`src/rtl/irq_ctrl_pkg.sv`:
```
// Shared types and constants for the interrupt request controller.
package irq_pkg;

  localparam int N_SRC = 4;

  typedef enum logic [1:0] {
    CMD_EOI  = 2'b00,
    CMD_MASK = 2'b01,
    CMD_CLR  = 2'b10,
    CMD_NOP  = 2'b11
  } cmd_e;

  typedef enum logic [1:0] {
    S_IDLE = 2'b00,
    S_FIRE = 2'b01,
    S_WAIT = 2'b10
  } state_e;

  // Lowest set bit wins; bit 0 is the highest-priority source.
  function automatic logic [1:0] lowest_idx(input logic [N_SRC-1:0] v);
    logic [1:0] idx;
    idx = 2'd0;
    for (int k = N_SRC - 1; k >= 0; k--) begin
      if (v[k]) idx = 2'(k);
    end
    return idx;
  endfunction

  function automatic logic [N_SRC-1:0] onehot(input logic [1:0] idx);
    return N_SRC'(1) << idx;
  endfunction

endpackage

```
`src/rtl/irq_ctrl_sync_edge.sv`:
```
// Multi-stage synchroniser for one asynchronous event line, followed by a
// rising-edge detector that pulses for one clock per captured edge.
module sync_edge #(
  parameter int SYNC_STAGES = 2
) (
  input  logic clk,
  input  logic reset,
  input  logic i_ev,
  output logic o_rise
);

  logic [SYNC_STAGES-1:0] r_sync;
  logic                   r_prev;

  // r_prev resets low, so a line already high at reset release reads as an edge.
  always_ff @(posedge clk or negedge reset) begin
    if (!reset) begin
      r_sync <= '0;
      r_prev <= 1'b0;
    end else begin
      r_sync <= {r_sync[SYNC_STAGES-2:0], i_ev};
      r_prev <= r_sync[SYNC_STAGES-1];
    end
  end

  assign o_rise = r_sync[SYNC_STAGES-1] & ~r_prev;

endmodule

```
`src/rtl/irq_ctrl.sv`:
```
// Interrupt request controller: latches synchronised event edges as pending
// requests and issues one priority-encoded ie pulse per request, held off until EOI.
module irq_ctrl
  import irq_pkg::*;
#(
  parameter int SYNC_STAGES = 2
) (
  input  logic             clk,
  input  logic             reset,
  input  logic [N_SRC-1:0] ev,
  input  logic [7:0]       cmd_data,
  input  logic             cmd_we,
  output logic [N_SRC-1:0] ie,
  output logic [7:0]       status,
  output logic             busy,
  output logic [1:0]       dbg_state
);

  logic [N_SRC-1:0] w_rise;
  logic [N_SRC-1:0] r_pending;
  logic [N_SRC-1:0] r_mask;
  logic [N_SRC-1:0] r_ie;
  logic [1:0]       r_act;
  logic             r_busy;
  state_e           r_state;
  state_e           w_state_nxt;

  cmd_e             w_cmd;
  logic             w_eoi;
  logic [1:0]       w_eoi_id;
  logic             w_mask_we;
  logic [N_SRC-1:0] w_clr;
  logic [N_SRC-1:0] w_elig;
  logic [1:0]       w_sel;
  logic             w_fire;
  logic [N_SRC-1:0] w_fire_clr;
  logic [N_SRC-1:0] w_pending_nxt;
  logic             w_unused_ok;

  for (genvar k = 0; k < N_SRC; k++) begin : g_sync
    sync_edge #(.SYNC_STAGES(SYNC_STAGES)) u_sync_edge (
      .clk    (clk),
      .reset  (reset),
      .i_ev   (ev[k]),
      .o_rise (w_rise[k])
    );
  end

  assign w_cmd       = cmd_e'(cmd_data[7:6]);
  assign w_eoi       = cmd_we && (w_cmd == CMD_EOI);
  assign w_eoi_id    = cmd_data[1:0];
  assign w_mask_we   = cmd_we && (w_cmd == CMD_MASK);
  assign w_clr       = (cmd_we && (w_cmd == CMD_CLR)) ? cmd_data[3:0] : '0;
  assign w_unused_ok = ^cmd_data[5:4];

  assign w_elig = r_pending & ~r_mask;
  assign w_sel  = lowest_idx(w_elig);

  always_comb begin
    w_state_nxt = r_state;
    w_fire      = 1'b0;
    case (r_state)
      S_IDLE: begin
        if (w_elig != '0) begin
          w_fire      = 1'b1;
          w_state_nxt = S_FIRE;
        end
      end
      S_FIRE: w_state_nxt = S_WAIT;
      S_WAIT: begin
        if (w_eoi && (w_eoi_id == r_act)) w_state_nxt = S_IDLE;
      end
      default: w_state_nxt = S_IDLE;
    endcase
  end

  // Set beats clear: edges are OR-ed in after every clearing term.
  assign w_fire_clr    = w_fire ? onehot(w_sel) : '0;
  assign w_pending_nxt = (r_pending & ~w_clr & ~w_fire_clr) | w_rise;

  always_ff @(posedge clk or negedge reset) begin
    if (!reset) begin
      r_state   <= S_IDLE;
      r_act     <= 2'd0;
      r_ie      <= '0;
      r_busy    <= 1'b0;
      r_pending <= '0;
      r_mask    <= '1;
    end else begin
      r_state   <= w_state_nxt;
      r_ie      <= w_fire_clr;
      r_busy    <= (w_state_nxt != S_IDLE);
      r_pending <= w_pending_nxt;
      if (w_fire)    r_act  <= w_sel;
      if (w_mask_we) r_mask <= cmd_data[3:0];
    end
  end

  assign ie        = r_ie;
  assign busy      = r_busy;
  assign status    = {r_mask, r_pending};
  assign dbg_state = r_state;

endmodule

```
`config.mk`:
```
export PLATFORM = sky130hd
export DESIGN_NAME = irq_ctrl
export DESIGN_NICKNAME = d
export VERILOG_FILES = /design/src/rtl/irq_ctrl_pkg.sv /design/src/rtl/irq_ctrl_sync_edge.sv /design/src/rtl/irq_ctrl.sv
export SDC_FILE = /design/constraint.sdc
export NUM_CORES = 1
export LEC_CHECK = 0
export BUFFER_PORTS_ARGS = -buffer_cell sky130_fd_sc_hd__buf_2
export CAP_MARGIN = 20
export CORE_MARGIN = 3
export CORE_UTILIZATION = 35
export CTS_BUF_LIST = sky130_fd_sc_hd__clkbuf_8
export DETAILED_ROUTE_END_ITERATION = 6
export PLACE_DENSITY_LB_ADDON = 0.08
export REMOVE_ABC_BUFFERS = 1
export SLEW_MARGIN = 10
export SYNTH_ARGS = -nofsm -noshare
export SYNTH_HDL_FRONTEND = slang
export SYNTH_SLANG_ARGS = --single-unit
```
`constraint.sdc`:
```
create_clock -name clk -period 2 [get_ports clk]
set_input_delay 0.2 -clock clk [delete_from_list [all_inputs] [get_ports clk]]
set_output_delay 0.2 -clock clk [all_outputs]
set_load 0.01 [all_outputs]
```
==> impl_metrics.ini <==
[synthesis]
ys_types = 28
synth_edf_count = 0
synth-seq-cells = 29
seq_area_frac_synth_pct = 67.1
syn_area_sq_mm = 0.00109
synth_top_area_share_pct = 57.5
syn-instance-count = 81
yosysWarnings = 0
synth_ff_type = dfrtp_1
synth_top_area_cell = dfrtp_1
yosysMostFrequentCell = dfrtp_1
synth_common_cells = 25 x dfrtp_1, 9 x nand2_1, 5 x nor2_1
ys_top_cells_by_area = dfrtp_1 57%, dfstp_2 9.7%, mux2_2 4.1%
syn_avg_cell_area_sq_um = 13.4
synth-async-reset-ratio_pct = 100

[setup_path]
crit_fanout = 5
cp.required_ns = 2.15
r2r-start = r_mask[0]$_DFFE_PN1P_
path_class = reg -> reg
crit_start = r_mask[0]$_DFFE_PN1P_
crit_arrival_ns = 1.47
cp-end-kind = flip-flop
start_kind = flip-flop

[timing]
tns_ns = 0
rsz0062_at_grt = false
fin_crit_sh_pct = 65.6
setup_viol = 0
max_slew_margin_pct = 58.2
worst_pin_slew_ns = 0.627
maxSlewViolCount = 0
fmax_ghz = 0.762
min_period_ns = 1.31
fin_worst_skew_ns = 0.00429
finalHoldViolations = 0

[power_and_ir_drop]
p_per_area_mw_per_mm2 = 1450
power_frac_clock_pct = 30.2
peakVddDrop_uv = 549
power_w = 0.00202
internal_power_w = 0.00140
pwr-share-comb_pct = 28.8
leakagePower_nw = 0.655
power_frac_seq_pct = 40.9
switchingPower_w = 0.000623
p_sw_share_pct = 30.8

[finish]
diodes = 0
drive_above_1_share_pct = 42.7
area_growth_pct = 27.6
nets = 131

[placement]
portBuffers = 27
dpl.hpwl_microns = 1360
gp_congestion = 0.698

[global_route]
grt_usage_pct = 12.1
grt_max_degree = 30
grt_pass1_wl_microns = 3080
grt_overflow_total = 0
grt_pass1_vias = 658
grt_antenna_before_repair = 0

[detailed_routing]
highest_layer = met4
wl_per_cell_microns = 13.1
drtIter0Drc = 20
vias = 718
wl_met2_microns = 901
drc = 0
postRouteAntennaNets = 0
dr_wl_met3_microns = 148
drt_first_pass_iters = 4
viasPerCell = 4.85
wl_met1_microns = 865
wirelength_microns = 1930

[flow_run]
cap_violations = 0

[run_status]
outcome = finished clean

[clock_tree]
clk_path_buf_depth = 2
cts.sinks = 29
numCtsBuffers = 5
clock_latency_ns = 0.28
cts_resized = 0
clockRootBuffer = clkbuf_8
cts_tree = yes
cts.clk_slew.worst_paths_ns = 0.06
cts.htree.levels = 2

[die]
die_y_microns = 61.8
coreArea_sq_mm = 0.00285
ios = 30
rows = 19
die_w_microns = 61.8
start_util_pct = 38.2
dieArea_sq_mm = 0.00382

[hold_path]
hold_start = ev[1]
hold_path.class = in -> reg
## cell type report
type	count	area (sq um)
Clock buffer	6	82.6
Clock inverter	2	33.8
Fill cell	270	1460
Inverter	4	15.0
Multi-Input combinational cell	48	343
Sequential cell	29	731
Tap cell	31	38.8
Timing Repair Buffer	28	145
## final timing paths
| path | depth (start not counted) | slack (ns) | end |
|---|---|---|---|
| max | 4 | 0.69 | r_pending[2]$_DFF_PN0_ |
| min | 1 | 0.03 | g_sync[1].u_sync_edge.r_sync[0]$_DFF_PN0_ |
| max reg2reg | 4 | 0.69 | r_pending[2]$_DFF_PN0_ |
| min reg2reg | 0 | 0.36 | g_sync[0].u_sync_edge.r_sync[1]$_DFF_PN0_ |
| max in group asynchronous | 2 | 1.12 | g_sync[0].u_sync_edge.r_prev$_DFF_PN0_ |
| min in group asynchronous | 2 | 0.47 | r_act[1]$_DFFE_PN0P_ |
## registers in the layout (all words and copies together) (netlist names)
signal / count
dbg_state: 2
r_mask: 4
busy: 1
r_act: 2
g_sync.u_sync_edge.r_prev: 4
r_pending: 4
ie: 4
g_sync.u_sync_edge.r_sync: 8
## logic make-up after synthesis
group | count (synthesis) | synth area share [%]
AO/OA/AOI/OAI | 13 | 9.19
buffers and inverters | 4 | 1.38
multiplexers | 4 | 4.14
XOR/XNOR | 3 | 2.41
flip-flops | 29 | 67.1
AND/OR/NAND/NOR | 28 | 15.7
## power by group through the flow
| stage | logic, W | registers, W | clock network, W |
|---|---|---|---|
| floorplan | 0.000355 | 0.000876 | 0 |
| global placement | 0.000587 | 0.000836 | 0 |
| detailed placement | 0.000584 | 0.000838 | 0 |
| CTS | 0.000589 | 0.000830 | 0.000625 |
| global route | 0.000652 | 0.000845 | 0.000656 |
| finish | 0.000582 | 0.000827 | 0.000610 |
## worst max-delay path, cell delays in order (launching register included)
cell	delay, ns
dfstp_2	0.54
nand2b_1	0.19
nand3_1	0.16
o211ai_1	0.21
o21ai_1	0.09
## stage by stage
stage	instances	area [sq um]	hold WS, ns	util, %	worst slack (ns)
2_1_floorplan	81	1090	-0.0956	-	0.750
3_3_place_gp	139	1260	0.255	44.3	0.696
3_5_place_dp	139	1260	0.267	44.3	0.691
4_1_cts	148	1390	0.0189	48.7	0.683
5_1_grt	148	1390	0.00597	48.7	0.535
6_report	148	1390	0.0267	48.7	0.687
## what timing repair did
action                    4_1_cts  5_1_grt
hold buffers                    1        0
hold endpoints to repair       25        0
setup buffers                   0        0
## cells in the final DEF (no fill, tap or decap)
| cell type | synthesis | final |
|---|---|---|
| xnor2_1 | 3 | 3 |
| nor4_4 | 1 | 1 |
| nand2_1 | 9 | 9 |
| a31o_2 | 1 | 1 |
| clkbuf_8 | 0 | 6 |
| and4bb_1 | 1 | 1 |
| inv_1 | 4 | 5 |
| and2_1 | 1 | 1 |
| a21oi_4 | 1 | 1 |
| nand2b_1 | 3 | 3 |
| nor2_1 | 5 | 5 |
| mux2_2 | 4 | 4 |
| dfrtp_1 | 25 | 25 |
| o22ai_1 | 2 | 2 |
| or2_4 | 1 | 1 |
| nand2b_2 | 1 | 1 |
| a31oi_1 | 1 | 1 |
| buf_2 | 0 | 27 |
| bufinv_16 | 0 | 1 |
| nor2b_1 | 1 | 1 |
| and3b_1 | 1 | 1 |
| dlygate4sd3_1 | 0 | 1 |
| nand3_1 | 2 | 2 |
| nor3_2 | 1 | 1 |
| o21ai_0 | 1 | 1 |
| a21oi_1 | 1 | 1 |
| dfstp_2 | 4 | 4 |
| nand3b_1 | 1 | 1 |
| o211ai_1 | 2 | 2 |
| o21ai_1 | 2 | 2 |
| a21o_2 | 1 | 1 |
| a211oi_2 | 1 | 1 |
## per-layer routing
metal | GRT usage [%] | up-vias
li1 | - | 345
met1 | 14.6 | 346
met2 | 16.7 | 25
met3 | 7.64 | 2
met4 | 6.36 | 0
met5 | 0 | -
Power figures use the tool's default switching activity.
